==> src/rtl/tug_of_war_field.sv <==
// Single-controller tug-of-war playfield: tracks the lit position, turns key
// rising edges into one-step moves, detects wins off either end and keeps scores.
module tug_of_war_field #(
  parameter int NUM_LIGHTS = 9,
  parameter int SCORE_W    = 3
) (
  input  logic                  clk,
  input  logic                  reset,
  input  logic                  L,
  input  logic                  R,
  input  logic                  restart,
  output logic [NUM_LIGHTS-1:0] lightOn,
  output logic [1:0]            winner,
  output logic [SCORE_W-1:0]    scoreL,
  output logic [SCORE_W-1:0]    scoreR
);

  localparam int PW = $clog2(NUM_LIGHTS);
  localparam logic [PW-1:0] CENTRE = PW'((NUM_LIGHTS - 1) / 2);
  localparam logic [PW-1:0] LAST   = PW'(NUM_LIGHTS - 1);
  localparam logic [PW-1:0] FIRST  = PW'(0);

  typedef enum logic [1:0] {
    PLAY  = 2'b00,
    WIN_L = 2'b10,
    WIN_R = 2'b01
  } state_e;

  state_e               state_q, state_d;
  logic [PW-1:0]        pos_q, pos_d;
  logic [SCORE_W-1:0]   scoreL_q, scoreL_d;
  logic [SCORE_W-1:0]   scoreR_q, scoreR_d;
  logic                 L_q, R_q;
  logic                 lp_s, rp_s;

  // Increment that sticks at all ones instead of wrapping.
  function automatic logic [SCORE_W-1:0] sat_inc(input logic [SCORE_W-1:0] v);
    if (v == {SCORE_W{1'b1}}) begin
      return v;
    end else begin
      return v + SCORE_W'(1);
    end
  endfunction

  assign lp_s = L & ~L_q;
  assign rp_s = R & ~R_q;

  // State, position, score and key-history registers.
  always_ff @(posedge clk or negedge reset) begin
    if (!reset) begin
      state_q  <= PLAY;
      pos_q    <= CENTRE;
      scoreL_q <= {SCORE_W{1'b0}};
      scoreR_q <= {SCORE_W{1'b0}};
      L_q      <= 1'b0;
      R_q      <= 1'b0;
    end else begin
      state_q  <= state_d;
      pos_q    <= pos_d;
      scoreL_q <= scoreL_d;
      scoreR_q <= scoreR_d;
      L_q      <= L;
      R_q      <= R;
    end
  end

  // Next-state logic; restart outranks any press in the same cycle.
  always_comb begin
    state_d  = state_q;
    pos_d    = pos_q;
    scoreL_d = scoreL_q;
    scoreR_d = scoreR_q;
    case (state_q)
      PLAY: begin
        if (restart) begin
          pos_d = CENTRE;
        end else if (lp_s && !rp_s) begin
          if (pos_q == LAST) begin
            state_d  = WIN_L;
            scoreL_d = sat_inc(scoreL_q);
          end else begin
            pos_d = pos_q + PW'(1);
          end
        end else if (rp_s && !lp_s) begin
          if (pos_q == FIRST) begin
            state_d  = WIN_R;
            scoreR_d = sat_inc(scoreR_q);
          end else begin
            pos_d = pos_q - PW'(1);
          end
        end else begin
          pos_d = pos_q;
        end
      end
      WIN_L, WIN_R: begin
        if (restart) begin
          state_d = PLAY;
          pos_d   = CENTRE;
        end else begin
          state_d = state_q;
        end
      end
      default: begin
        state_d = PLAY;
        pos_d   = CENTRE;
      end
    endcase
  end

  // Output decode from registers only.
  always_comb begin
    lightOn = {NUM_LIGHTS{1'b0}};
    winner  = 2'b00;
    case (state_q)
      PLAY:    lightOn = {{(NUM_LIGHTS-1){1'b0}}, 1'b1} << pos_q;
      WIN_L:   winner  = 2'b10;
      WIN_R:   winner  = 2'b01;
      default: winner  = 2'b00;
    endcase
  end

  assign scoreL = scoreL_q;
  assign scoreR = scoreR_q;

endmodule

==> config.mk <==
export PLATFORM = sky130hd
export DESIGN_NAME = tug_of_war_field
export DESIGN_NICKNAME = d
export VERILOG_FILES = /design/src/rtl/tug_of_war_field.sv
export SDC_FILE = /design/constraint.sdc
export NUM_CORES = 1
export LEC_CHECK = 0
export ABC_AREA = 1
export BUFFER_PORTS_ARGS = -buffer_cell sky130_fd_sc_hd__buf_4
export CAP_MARGIN = 20
export CORE_AREA = 2 2 55 57
export DETAILED_ROUTE_END_ITERATION = 7
export DIE_AREA = 0 0 57 59
export GPL_TIMING_DRIVEN = 0
export PLACE_DENSITY = 0.72
export SYNTH_ARGS = -nofsm -noshare
export SYNTH_HDL_FRONTEND = slang
export SYNTH_SLANG_ARGS = --single-unit
==> constraint.sdc <==
create_clock -name clk -period 1.6 [get_ports clk]
set_input_delay 0.24 -clock clk [delete_from_list [all_inputs] [get_ports clk]]
set_output_delay 0.24 -clock clk [all_outputs]
set_load 0.02 [all_outputs]
==> results of run 1 <==
[final timing paths]
| path | from | to | slack [ns] | cells after the start |
|---|---|---|---|---|
| worst max-delay path | L_q | pos_q[3] | -0.04 | 12 |
| worst min register to register | scoreL[1] | scoreL[1] | 0.53 | 2 |
| worst min-delay path | L | L_q | 0.07 | 1 |
| min in group asynchronous | reset | scoreR[1] | 0.34 | 2 |
| worst max register to register | L_q | pos_q[3] | -0.04 | 12 |
| max in group asynchronous | reset | pos_q[2] | 1.02 | 2 |
[stage by stage]
step                instance area, um2  total power, uW  TNS [ns]
floorplan                         1070             1137         0
global placement                  1266             1361   -0.1723
detailed placement                1266             1400   -0.4712
CTS                               1411             1754  -0.09912
global route                      1624             2244    -1.761
finish                            1624             2081   -0.2337
[metal layers]
| layer | routed length, um | global-route usage | vias to the layer above |
|---|---|---|---|
| met5 | 0 | 0 | - |
| met4 | 31 | 0.05980 | 0 |
| met3 | 83 | 0.01528 | 4 |
| met2 | 1406 | 0.2824 | 19 |
| met1 | 1013 | 0.1824 | 470 |
| li1 | - | - | 503 |
[placed cells by master, fill, tap and decap left out, drive strengths merged]
master,n
a21oi,2
and2,1
buf,33
clkbuf,4
dfrtp,13
dfstp,1
dlygate4sd3,1
ha,12
inv,24
nand2,38
nand3,10
nand3b,1
nand4,1
nor2,26
o21ai,5
o21bai,1
or2,1
xnor2,3
[where the power goes]
part	leakage [uW]	switching [uW]	internal, uW
clock network	0.0000210	117	138
registers	0.000180	107	434
logic	0.000585	742	542
total	0.000786	967	1110
[worst max-delay path, cell delays in order, from the launching register on]
cell     delay [ns]
dfrtp_1        0.40
nor2_4         0.17
ha_4           0.19
inv_4          0.05
ha_4           0.24
nand2_2        0.07
inv_2          0.04
nand3_4        0.06
nand3_2        0.08
nand2_1        0.07
nand2_1        0.06
nand2_1        0.06
nand2_1        0.05
[state kept, by name, summed over array words and instances (netlist names)]
name,cells
R_q,1
L_q,1
scoreR,3
scoreL,3
pos_q,4
state_q,2
[cell type report]
cell class                      count  area share
Clock buffer                        4     0.02234
Multi-Input combinational cell    101      0.4992
Timing Repair Buffer               33      0.1726
Buffer                              1    0.006934
Tap cell                           31     0.02388
Inverter                           24     0.05701
Sequential cell                    14      0.2180
[cell families after synthesis]
logic type / share of synthesized area
adder cells (fa/ha/maj): 0.1442
XOR/XNOR: 0.03246
AND/OR/NAND/NOR: 0.3354
AO/OA/AOI/OAI: 0.04808
flip-flops: 0.3377
buffers and inverters: 0.1022
[timing repair]
action                     4_1_cts  5_1_grt
resized for setup               17       44
buffers inserted                 6        7
cloned                           0        0
hold buffers                     1        0
pin swaps                       11       17
hold endpoints to repair        13        0
setup endpoints to repair       15       21
==> summary by stage, run 1 <==
STA
The final count of hold timing violations is 0. The remaining max-slew budget at the tightest pin is 0.8290. The worst setup slack after layout is -0.04180 ns.

The count of final max-slew check failures is 0. The number of endpoints failing setup at the final stage is 11. At the pin with the least slew margin, the transition time is 0.2547 ns. For the finished layout, the period the worst path requires is 1.642 ns.

Across all hold checks on the routed design, the worst slack comes to 0.07326 ns. Setup repair after global routing could not meet its margin everywhere. In the finished design, the share of the clock period the worst path needs comes to 1.026. Between clock sinks in the finished design, the worst skew comes to 0.004668 ns.

The highest achievable clock rate is 609.1 MHz.

Synthesis
The number of cells produced by synthesis is 141. The sequential cell area fraction in the yosys report is 0.3377. The number of nets in the synthesized netlist is 158. The share of synthesized flip-flops with an asynchronous set or reset is 1.000. In this run, synthesis inferred 0 flip-flops with an integrated enable. The post-synthesis register bit count is 14. The number of warnings issued by yosys is 0.

The flip-flop cell with the highest count after synthesis is dfrtp_1. By area the synthesized netlist is led by dfrtp_1 (31%), ha_1 (14%), nand2_1 (13%). The most frequent cell after synthesis is nand2_1.

The cell area that synthesis handed to floorplanning was 1041 um2. The share of the synthesized area in the top cell type is 0.3125. The number of different library cells used by synthesis comes to 24. The cell accounting for the most synthesized area is dfrtp_1. The mean post-synth cell area is 7.383 um2. The commonest cells after synthesis are nand2_1 (35), inv_1 (22), nor2_1 (22).

GRT
Summed over all layers, the global routing overflow is 0. The first-pass GRT wire length is 4.119 mm. In the global route stage, overall resource usage came out at 0.1528.

The largest net degree at the start of global routing is 15. The initial antenna violation count is 0. The via count of the first global-routing pass is 1000.

Route
In this run the remaining antenna-violating nets after routing total 0. In this run, the number of DRC markers left after iteration 0 of detailed routing was 5. For this block, the routed nets add up to 2.534 mm of wire. The first TritonRoute pass finished after 4 iterations.

Summing over every cut layer, the via total after detailed routing is 996. Dividing the detail-routed wire length by the instance count gives 12.18 um. For this run, design rule violations remaining after detail routing come to 0. The post-detailed-route via-to-cell ratio is 4.788.

CTS
The deepest level of the CTS H-tree is 1. The clock slew seen by the registers of the worst setup and hold paths is 0.09 ns. TritonCTS built the clock tree. The TritonCTS buffer count is 3. Clock latency on the worst-skew pair, taken at its later pin, is 0.27 ns. The clock net in this run drives a total of 14 sinks. The clock passes through at most 2 buffers. The tree is rooted in a clkbuf_4.

Finish
The multi-input combinational cells in the finished layout cover a total of 810.8 um2. The final non-filler cell total is 208. For this run, the share of the core covered by cells in the final layout is 0.5993. The sequential cells in the finished layout cover a total of 354.1 um2.

The number of nets in the finished design is 195. The final antenna diode count is 0. Of the cells placed in the final design, the portion with a size suffix greater than 1 is 0.5254. The number of inserted filler cells in the final layout is 237.

Relative to the synthesized area, the layout overhead comes to 56.01%.

Floorplan
The floorplan die width is 57 um. The vertical extent of the die is 59 um. The floorplan step defined a die boundary enclosing 3363 um2.

The core region is 2710 um2. After floorplanning, the core was divided into 19 placement rows. The top-level port count is 22.

The starting utilization of the core area is 0.3841.

Placed design
Timing analysis after detailed placement gives a worst setup slack of -0.1825 ns. The number of buffer cells added on primary ports is 21. Routability-driven placement finished with a final weighted congestion of 0.8658. The total placed cells including tap cells is 193. Summed over all nets, the half-perimeter wirelength after detailed placement is 1.684 mm.

Status
The final reports fail on negative setup slack. The flow ran to the end, but the final reports show violations.

Critical path
The worst setup path is captured at a flop. The critical setup path kind is reg -> reg. The biggest fanout along the worst timing path is 4.

The required arrival time at the worst endpoint is 1.77 ns. Data on the critical path arrives at its endpoint at 1.81 ns. The worst setup path is launched from a flop.

Pwr
The worst-case IR drop observed on VDD is 975.0 uV. In this run the static leakage power is 0.0007860 uW. Power spread over the standard cell area amounts to 1281 nW/um2.

Job
The max-capacitance violation count is 0.

Hold path
The worst min-delay path category is in -> reg.
Note: power is estimated with default switching activity, not from simulation.
==> run 2: changes to the inputs <==
==> constraint.sdc (replaced) <==
create_clock -name clk -period 1.4 [get_ports clk]
set_input_delay 0.21 -clock clk [delete_from_list [all_inputs] [get_ports clk]]
set_output_delay 0.21 -clock clk [all_outputs]
set_load 0.02 [all_outputs]
==> run 2 against run 1 <==
Hold slack got worse by 0.028 ns; flip-flop and latch count unchanged; non-clock buffer count increased by 9; utilization rose by 3.6 points; clock skew is 0.0067 ns higher; highest routed layer unchanged; setup slack worse by 0.21 ns; sequential share of layout area fell by 1.2 points; critical path depth is 2 lower; register-to-register slack got worse by 0.21 ns; critical path type unchanged; combinational power up 34%; the flow still finishes with violations (negative setup slack).
==> summary by stage, run 2 (synthesis gave the netlist of run 1 again) <==
Critical path
STA classifies the critical path endpoint as a flop. The endpoint arrival time on the critical path was 1.81 ns (about the same). STA classifies the critical path startpoint as a flop. The biggest fanout along the worst timing path is 5 (+1). The required arrival time at the worst endpoint is 1.55 ns (-0.22 ns). The worst setup path is of the reg -> reg kind.

Placed design
The total placed cells including tap cells came to 193 (unchanged). The number of buffer cells added on primary ports is 21 (unchanged). The routability congestion estimate from global placement is 0.8690 (+0.37%). The final HPWL from detailed placement is 1.720 mm (+2.1%). The placement-stage cell area is 1295 um2 (+2.3%). The placement-stage worst setup slack is -0.3100 ns (-0.1275 ns).

Finish
In the layout the commonest cells are buf_4 (29), nand2_1 (25), inv_1 (15). The number of flip-flops under the largest register name is 4 (unchanged). The post-route cell area is 1722 um2 (+6.0%). The number of nets in the finished design is 204 (+4.6%).

Leaving out fill and tap cells, the most frequent cell in the layout is buf_4. The layout-stage area growth over the synthesis result is 65.38%. Ranked by flip-flop count, first place goes to pos_q. The final non-filler cell total is 217 (+4.3%). The final antenna diode count is 0 (unchanged). The layout cell share with drive strength beyond 1 came to 0.5968 (+0.07135). The share of the core filled with cells was 0.6353 (+0.03601).

Floorplan
The starting utilization of the core area came to 0.3841 (unchanged). The vertical extent of the die is 59 um (unchanged). The core area came to 2710 um2 (unchanged). The die area came to 3363 um2 (unchanged). The top-level port count is 22 (unchanged).

The number of rows created at floorplan is 19 (unchanged). The floorplan die width is 57 um (unchanged).

Route
The first-iteration detailed-routing DRC count is 14 (+9). The detailed-route via count is 1043 (+4.7%). The routed wire length per instance came to 12.49 um (+2.5%). The post-detailed-route via-to-cell ratio came to 4.806 (+0.38%).

The number of remaining DRC errors is 0 (unchanged). The number of detailed-route iterations in the first pass is 4 (unchanged). The final antenna-violating net count is 0 (unchanged). The wire length reported by the detailed router is 2.710 mm (+6.9%).

STA
The clock skew is 0.01140 ns (+0.006737 ns). The remaining max-slew budget at the tightest pin is 0.8298 (+0.0008700). The worst setup slack after layout is -0.2550 ns (-0.2132 ns). The number of endpoints failing setup at the final stage was 21 (+10). The share of the clock period used by the worst path after layout is 1.182 (+0.1560).

The slew at the pin closest to its max-slew limit is 0.2543 ns (-0.0004128 ns). The setup TNS after final layout is -4.086 ns (-3.853 ns). The final count of hold timing violations came to 0 (unchanged). The highest achievable clock rate was 604.2 MHz (-0.80%). The count of final max-slew check failures was 0 (unchanged). Setup repair after global routing could not meet its margin everywhere.

The post-layout minimum cycle time was 1.655 ns (+0.01320 ns).

GRT
The largest net degree at the start of global routing was 15 (unchanged). The first-pass GRT wire length came to 4.367 mm (+6.0%). The global routing usage summed across all routing layers is 0.1609 (+0.008094). The total grt overflow is 0 (unchanged).

The via count of the first global-routing pass is 1079 (+7.9%). The initial antenna violation count is 0 (unchanged).

CTS
The deepest level of the CTS H-tree was 1 (unchanged). The TritonCTS buffer count is 3 (unchanged). The tree is rooted in a clkbuf_4.

The TritonCTS clock tree is done. The maximum clock insertion buffer count is 2 (unchanged). The insertion delay to the later sink of the worst-skew pair is 0.27 ns (about the same). The clock sink count was 14 (unchanged). The clock slew seen by the registers of the worst setup and hold paths was 0.09 ns (about the same).

Status
The flow ran to the end, but the final reports show violations. The checks that failed: negative setup slack.

Pwr
The worst-case vdd ir drop was 1263 uV (+30%). The total power per unit cell area came to 1490 nW/um2 (+16%). The total leakage power was 0.0008289 uW (+5.5%).

Job
The max-capacitance violation count is 0 (unchanged).

Hold path
The worst hold path belongs to the class in -> reg.
## run 2: changes by cell type in the layout (fill, tap and decap cells not counted), moves of 3 or more
| cell | previous run | this run |
|---|---|---|
| buf_4 | 24 | 29 |
| nand2_2 | 7 | 12 |
| nand2_1 | 30 | 25 |
| buf_6 | 9 | 12 |
## run 2: cell type report
cell class                      count  area (um2)
Buffer                              1       11.26
Clock buffer                        4       26.28
Fill cell                         227       988.4
Inverter                           24       95.09
Multi-Input combinational cell    101       823.3
Sequential cell                    14       355.3
Tap cell                           31       38.79
Timing Repair Buffer               42       371.6
## run 2: what timing repair did
action	4_1_cts	5_1_grt
resized for setup	33	36
setup buffers	14	8
pin swaps	19	17
setup endpoints to repair	21	22
hold buffers	1	0
endpoints found under the hold margin	14	0
## run 2: power by group
part           switching, uW  total [uW]  internal [uW]
Sequential               111         609            498
Combinational            925        1720            792
Clock                    129         239            110
Total                   1170        2560           1400
## run 2: worst paths after layout
kind | start | endpoint | slack [ns] | cells after the start
max | R_q | scoreL[0] | -0.26 | 10
min | L | L_q | 0.05 | 1
max reg2reg | R_q | scoreL[0] | -0.26 | 10
min reg2reg | scoreL[0] | scoreL[0] | 0.51 | 1
max in group asynchronous | reset | pos_q[2] | 0.85 | 2
min in group asynchronous | reset | R_q | 0.31 | 2
## run 2: per-stage QoR
step | power [uW] | hold WS [ns]
floorplan | 1355 | -0.08559
CTS | 2210 | 0.04153
global placement | 1615 | 0.06800
global route | 2765 | 0.03183
detailed placement | 1652 | 0.07212
finish | 2564 | 0.04560
## run 2: metal layers
| metal | track usage | up-vias | part of all wire |
|---|---|---|---|
| met5 | 0 | - | 0 |
| met4 | 0.03322 | 0 | 0.0085 |
| met3 | 0.02620 | 4 | 0.038 |
| met2 | 0.3071 | 26 | 0.55 |
| met1 | 0.1901 | 494 | 0.40 |
| li1 | - | 519 | - |
## run 2: critical path, stage by stage, from the launching register on
cell and delay (ns):
dfrtp_1 0.36, nor2_2 0.05, inv_2 0.08, buf_4 0.11, ha_2 0.20, nand2_2 0.07
nor2_2 0.09, nand3_2 0.08, or2_1 0.23, buf_6 0.14, xnor2_2 0.12
